--- src/rtl/bp_pkg.sv ---
// bp_pkg: shared types and constants for the branch-resolve queue.
package bp_pkg;
    localparam int BP_AW      = 32;
    localparam int INSN_BYTES = 4;
    typedef struct packed {
        logic [BP_AW-1:0] pc;
        logic             hit;
        logic             taken;
        logic [BP_AW-1:0] target;
    } bp_pred_entry_t;
endpackage

--- src/rtl/bp_pred_fifo.sv ---
// bp_pred_fifo: circular prediction buffer with push/pop/clear; full/empty derive from the count.
module bp_pred_fifo
    import bp_pkg::*;
#(
    parameter int  DEPTH   = 8,
    parameter type entry_t = bp_pred_entry_t
) (
    input  logic   clk,
    input  logic   rst,
    input  logic   push,
    input  entry_t push_data,
    input  logic   pop,
    input  logic   clear,
    output entry_t head,
    output logic   full,
    output logic   empty
);
    localparam int PW = $clog2(DEPTH);
    entry_t        mem_q [DEPTH];
    logic [PW-1:0] wr_ptr_q, wr_ptr_d, rd_ptr_q, rd_ptr_d;
    logic [PW:0]   count_q, count_d;
    logic          push_en, pop_en;
    always_comb begin
        full     = count_q == (PW+1)'(DEPTH);
        empty    = count_q == '0;
        pop_en   = pop & ~empty;
        // a full queue still takes a push when the head leaves in the same cycle
        push_en  = push & (~full | pop_en);
        wr_ptr_d = clear ? '0 : wr_ptr_q + PW'(push_en);
        rd_ptr_d = clear ? '0 : rd_ptr_q + PW'(pop_en);
        count_d  = clear ? '0 : count_q + (PW+1)'(push_en) - (PW+1)'(pop_en);
        head     = mem_q[rd_ptr_q];
    end
    always_ff @(posedge clk or negedge rst) begin
        if (!rst) begin
            wr_ptr_q <= '0;
            rd_ptr_q <= '0;
            count_q  <= '0;
        end else begin
            wr_ptr_q <= wr_ptr_d;
            rd_ptr_q <= rd_ptr_d;
            count_q  <= count_d;
        end
    end
    always_ff @(posedge clk) begin
        if (push_en) mem_q[wr_ptr_q] <= push_data;
    end
endmodule

--- src/rtl/bp_resolve_queue.sv ---
// bp_resolve_queue: pairs fetch predictions with execute outcomes, drives BTB update and redirect.
// Optional BP_PERF_CNT_EN adds perf_resolved/perf_mispred counters.
module bp_resolve_queue
    import bp_pkg::*;
#(
    parameter int DEPTH = 8,
    parameter int AW    = BP_AW
) (
    input  logic          clk,
    input  logic          rst,
    input  logic          pred_valid,
    output logic          pred_ready,
    input  logic [AW-1:0] pred_pc,
    input  logic          pred_hit,
    input  logic          pred_taken,
    input  logic [AW-1:0] pred_target,
    input  logic          res_valid,
    input  logic          res_taken,
    input  logic [AW-1:0] res_target,
    input  logic          flush,
    output logic          upd_valid,
    output logic [AW-1:0] upd_pc,
    output logic [AW-1:0] upd_target,
    output logic          redirect_valid,
    output logic [AW-1:0] redirect_pc,
    output logic          res_err
`ifdef BP_PERF_CNT_EN
    ,
    output logic [31:0]   perf_resolved,
    output logic [31:0]   perf_mispred
`endif
);
    typedef struct packed {
        logic [AW-1:0] pc;
        logic          hit;
        logic          taken;
        logic [AW-1:0] target;
    } entry_t;
    entry_t        push_data, head;
    logic          full, empty, push, pop, p_t, mis, clear;
    logic [AW-1:0] fix_pc;
    logic          ready_q, ready_d, upd_valid_q, upd_valid_d, res_err_q, res_err_d;
    logic [AW-1:0] upd_pc_q, upd_pc_d, upd_target_q, upd_target_d;
    bp_pred_fifo #(.DEPTH(DEPTH), .entry_t(entry_t)) u_fifo (
        .clk       (clk),
        .rst       (rst),
        .push      (push),
        .push_data (push_data),
        .pop       (pop),
        .clear     (clear),
        .head      (head),
        .full      (full),
        .empty     (empty)
    );
    always_comb begin
        push_data    = '{pc: pred_pc, hit: pred_hit, taken: pred_taken, target: pred_target};
        push         = pred_valid & ready_q;
        // flush wins over a same-cycle resolve, so that pop never reports
        pop          = res_valid & ~empty & ~flush;
        p_t          = head.hit & head.taken;
        mis          = pop & ((p_t != res_taken) | (p_t & res_taken & (head.target != res_target)));
        fix_pc       = res_taken ? res_target : head.pc + AW'(INSN_BYTES);
        clear        = flush | mis;
        ready_d      = 1'b1;
        upd_valid_d  = mis;
        upd_pc_d     = mis ? head.pc : upd_pc_q;
        upd_target_d = mis ? fix_pc : upd_target_q;
        res_err_d    = res_err_q | (res_valid & empty);
    end
    always_ff @(posedge clk or negedge rst) begin
        if (!rst) begin
            ready_q      <= 1'b0;
            upd_valid_q  <= 1'b0;
            upd_pc_q     <= '0;
            upd_target_q <= '0;
            res_err_q    <= 1'b0;
        end else begin
            ready_q      <= ready_d;
            upd_valid_q  <= upd_valid_d;
            upd_pc_q     <= upd_pc_d;
            upd_target_q <= upd_target_d;
            res_err_q    <= res_err_d;
        end
    end
    always_comb begin
        pred_ready     = ready_q & ~full;
        upd_valid      = upd_valid_q;
        upd_pc         = upd_pc_q;
        upd_target     = upd_target_q;
        redirect_valid = upd_valid_q;
        redirect_pc    = upd_target_q;
        res_err        = res_err_q;
    end
`ifdef BP_PERF_CNT_EN
    logic [31:0] perf_resolved_q, perf_resolved_d, perf_mispred_q, perf_mispred_d;
    always_comb begin
        perf_resolved_d = perf_resolved_q + 32'(pop);
        perf_mispred_d  = perf_mispred_q + 32'(mis);
        perf_resolved   = perf_resolved_q;
        perf_mispred    = perf_mispred_q;
    end
    always_ff @(posedge clk or negedge rst) begin
        if (!rst) begin
            perf_resolved_q <= '0;
            perf_mispred_q  <= '0;
        end else begin
            perf_resolved_q <= perf_resolved_d;
            perf_mispred_q  <= perf_mispred_d;
        end
    end
`endif
endmodule

--- config.mk ---
export PLATFORM = sky130hd
export DESIGN_NAME = bp_resolve_queue
export DESIGN_NICKNAME = d
export VERILOG_FILES = /design/src/rtl/bp_pkg.sv /design/src/rtl/bp_pred_fifo.sv /design/src/rtl/bp_resolve_queue.sv
export SDC_FILE = /design/constraint.sdc
export NUM_CORES = 1
export LEC_CHECK = 0
export ABC_AREA = 1
export CAP_MARGIN = 25
export CELL_PAD_IN_SITES_DETAIL_PLACEMENT = 0
export CELL_PAD_IN_SITES_GLOBAL_PLACEMENT = 1
export CORE_ASPECT_RATIO = 2
export CORE_MARGIN = 8
export CORE_UTILIZATION = 50
export DETAILED_ROUTE_END_ITERATION = 10
export PLACE_DENSITY = 0.95
export SKIP_LAST_GASP = 1
export SLEW_MARGIN = 25
export SYNTH_ARGS = -nofsm -noshare
export SYNTH_HDL_FRONTEND = slang
export SYNTH_SLANG_ARGS = --single-unit
--- constraint.sdc ---
create_clock -name clk -period 8.4 [get_ports clk]
set_input_delay 1.26 -clock clk [delete_from_list [all_inputs] [get_ports clk]]
set_output_delay 1.26 -clock clk [all_outputs]
set_load 0.005 [all_outputs]
==> run metrics <==
Synth Flop Type=edfxtp_1; Tmin final=5.16 ns; TNS Setup=0 ns; CTS hold repair buffers=0; Syn Nets=2,843; placed cells=3,472; DIE AREA=about 62,000 um2; Critical Path AT=roughly 5.6 ns; number of max-cap violations=0; Reg clk slew, reported paths=around 0.080 ns; maximum clock path buffer count=3; synthesized area=27,000 um2; slowest CP cell=buf_4; Max Clk Rate=194 MHz; CP Max Fanout=121; Peak VDD IR=0.000174 V; Post-Syn Area per Cell=9.92 um2; HPWL after detailed placement=48.2 mm; Fill cells=4,372; FF+latch area=17,800 um2; HP Class=flip-flop to flip-flop; final instance area=30,900 um2; grt ovf=0; drt pass-1 iters=6; initial antenna violation count=6; EDFF count, synth=about 530; CTS Buf Count=47; ordered cell list for the critical path=inv_6, buf_4, nand2_1, nand2_1, nand2_1, nand3_1, nand2_1, nand2_1, nand2_1, nand2_1, nor2_1, nand2_1, nor2_1, nand2_1, nand2_1, nand2_2, buf_4, nand2_4, buf_4, nand2_1, nand2_1; Setup Crit Path Kind=flip-flop to flip-flop; cell mode on critical path=nand2_1; Horiz. Die Dim=180 um; # setup viols final=0; post-DR wirelength/cell=~21 um; post-CTS setup repair buffer count=0; outcome=completed; Hold Fails Final Rpt=0; delay-heaviest family, CP=buffers and inverters; share of layout cells above drive strength 1=under 10%; Unique masters post-synth=34; worst-skew pair later-pin latency=0.59 ns; commonest non-fill, non-tap cell in the layout=nand2_1; Final Net Count=just under 3k; Core Region=53,500 um2; post-cts resize count=0; vias in the first global route=19.7k; unrepaired setup endpoints after global routing=false; # rows=120; clock skew=between 0.02 and 0.025 ns; via count=19.8k; area grow syn2layout=14.3%; initial core utilization=50.6%; TritonCTS clock tree=yes; routability congestion estimate=0.922; fin cells=3,564; htree depth=2; placed standard-cell area=29,200 um2; Worst Path Required=8.88 ns; register area share after synthesis=65.8%; Ports=204; Final Max Slew Viols=0; CTS sink cnt=605; PD cells=around 260 nW/um2; Yosys warnings=0; async set-reset flop share out of synthesis=12.7%; max incr delay on CP=0.78 ns; input/output buffers=203; commonest non-fill, non-tap cells in the layout=nand2_1, edfxtp_1, nand3_1; first-pass GRT wire length=between 100 and 150 mm; die height=345 um; vias per cell=5.54; DRC Markers=0; #FFs+latches synth=605; Detail Route Antenna Nets=0; area of the multi-input gates=7510 um2; Worst setup EP type=flip-flop; final wirelength=74.4 mm; Total GRT Usage=23.7%; Startpoint Class=flip-flop; largest net degree at the start of global routing=~120; Worst slew margin=28.4%; Worst-Margin Slew=1.07 ns; Worst Path Buf+Inv=4; root buffer cell=clkbuf_16; Tcrit/Tclk final=61.5%; initial DRC count=2,013; Pleak=12.7 nW; Syn Inst Count=2,726
## tightest hold or removal path, cell delays in order (launching register included)
cell     delay [ns]
dfrtp_1        0.35
nand2_1        0.06
nand2_1        0.05
## path summary, 6_finish.rpt
check / startpoint / endpoint / slack (ns) / depth (start not counted)
worst max register to register: u_fifo.rd_ptr_q[0] / upd_pc[23] / 3.24 / 21
max in group asynchronous: rst / u_fifo.rd_ptr_q[0] / 7.15 / 1
worst max-delay path: u_fifo.rd_ptr_q[0] / upd_pc[23] / 3.24 / 21
worst min register to register: upd_pc[24] / upd_pc[24] / 0.48 / 2
min in group asynchronous: rst / res_err / 0.68 / 1
worst min-delay path: upd_pc[24] / upd_pc[24] / 0.48 / 2
## synthesized netlist by cell type, types with 2 or more instances
| cell type | number | area share (%) |
|---|---|---|
| nand2_1 | 1087 | 15 |
| edfxtp_1 | 528 | 59 |
| nand3_1 | 247 | 4.6 |
| nor2_1 | 222 | 3.1 |
| inv_1 | 196 | 2.7 |
| dfrtp_1 | 77 | 7.1 |
| o21ai_0 | 76 | 1.4 |
| buf_4 | 62 | 1.7 |
| buf_2 | 55 | 1.0 |
| o21ai_1 | 36 | 0.67 |
| buf_6 | 18 | 0.75 |
| nand3b_1 | 18 | 0.50 |
| ha_1 | 12 | 0.56 |
| buf_1 | 11 | 0.15 |
| clkbuf_1 | 11 | 0.15 |
| nor2_2 | 9 | 0.21 |
| nand4_1 | 8 | 0.19 |
| nand2_2 | 7 | 0.16 |
| o22ai_1 | 7 | 0.16 |
| xnor2_1 | 6 | 0.19 |
| a31oi_1 | 5 | 0.12 |
| and2_1 | 5 | 0.12 |
| inv_2 | 5 | 0.069 |
| xor2_1 | 4 | 0.13 |
| nor2_4 | 3 | 0.12 |
| buf_8 | 2 | 0.11 |
| o21bai_1 | 2 | 0.056 |
## per-stage QoR
step                hold slack (ns)  utilization (%)  setup slack, ns  total power [mW]
global placement              0.460             54.6             3.12              5.60
global route                  0.501             57.8             2.77              8.35
CTS                           0.489             57.7             2.87              8.02
floorplan                     0.465                -             3.32              4.85
finish                        0.482             57.8             3.24              7.99
detailed placement            0.463             54.6             2.90              5.66
## report_power, final
part	switching, mW	leakage (nW)	internal (mW)
Combinational	1.12	6.16	0.782
Clock	1.08	0.811	1.30
Sequential	0.223	5.74	3.49
## flip-flops by register name, summed over array words and instances, names as in the netlist
| signal | cells |
|---|---|
| u_fifo.mem_q | 528 |
| res_err | 1 |
| u_fifo.count_q | 4 |
| u_fifo.wr_ptr_q | 3 |
| u_fifo.rd_ptr_q | 3 |
| redirect_valid | 1 |
| redirect_pc | 32 |
| upd_pc | 32 |
| ready_q | 1 |
## kinds of logic after synthesis
group                    share of synthesized area [%]
adder cells (fa/ha/maj)                          0.629
XOR/XNOR                                         0.324
flip-flops                                        65.8
buffers and inverters                             6.74
other                                           0.0139
AND/OR/NAND/NOR                                   24.1
AO/OA/AOI/OAI                                     2.42
## routing by layer
| layer | share of wire [%] | wire length (um) | vias up | GRT usage (%) |
|---|---|---|---|---|
| met1 | 36 | 26500 | 9417 | 27.1 |
| met3 | 8.4 | 6250 | 232 | 4.13 |
| met4 | 6.4 | 4750 | 4 | 14.7 |
| met2 | 50 | 36900 | 991 | 41.0 |
| met5 | 0.036 | 27 | - | 0 |
| li1 | - | - | 9115 | - |
## final cells by class
cell class	instances	share of cell area [%]
tap	671	2.72
timing repair buffer	235	7.53
clock inverter	25	0.911
inverter	203	2.49
multi-input combinational	1759	24.3
antenna	4	0.0324
clock buffer	62	4.46
sequential	605	57.6
No activity file was read; power rests on OpenSTA's default activity.
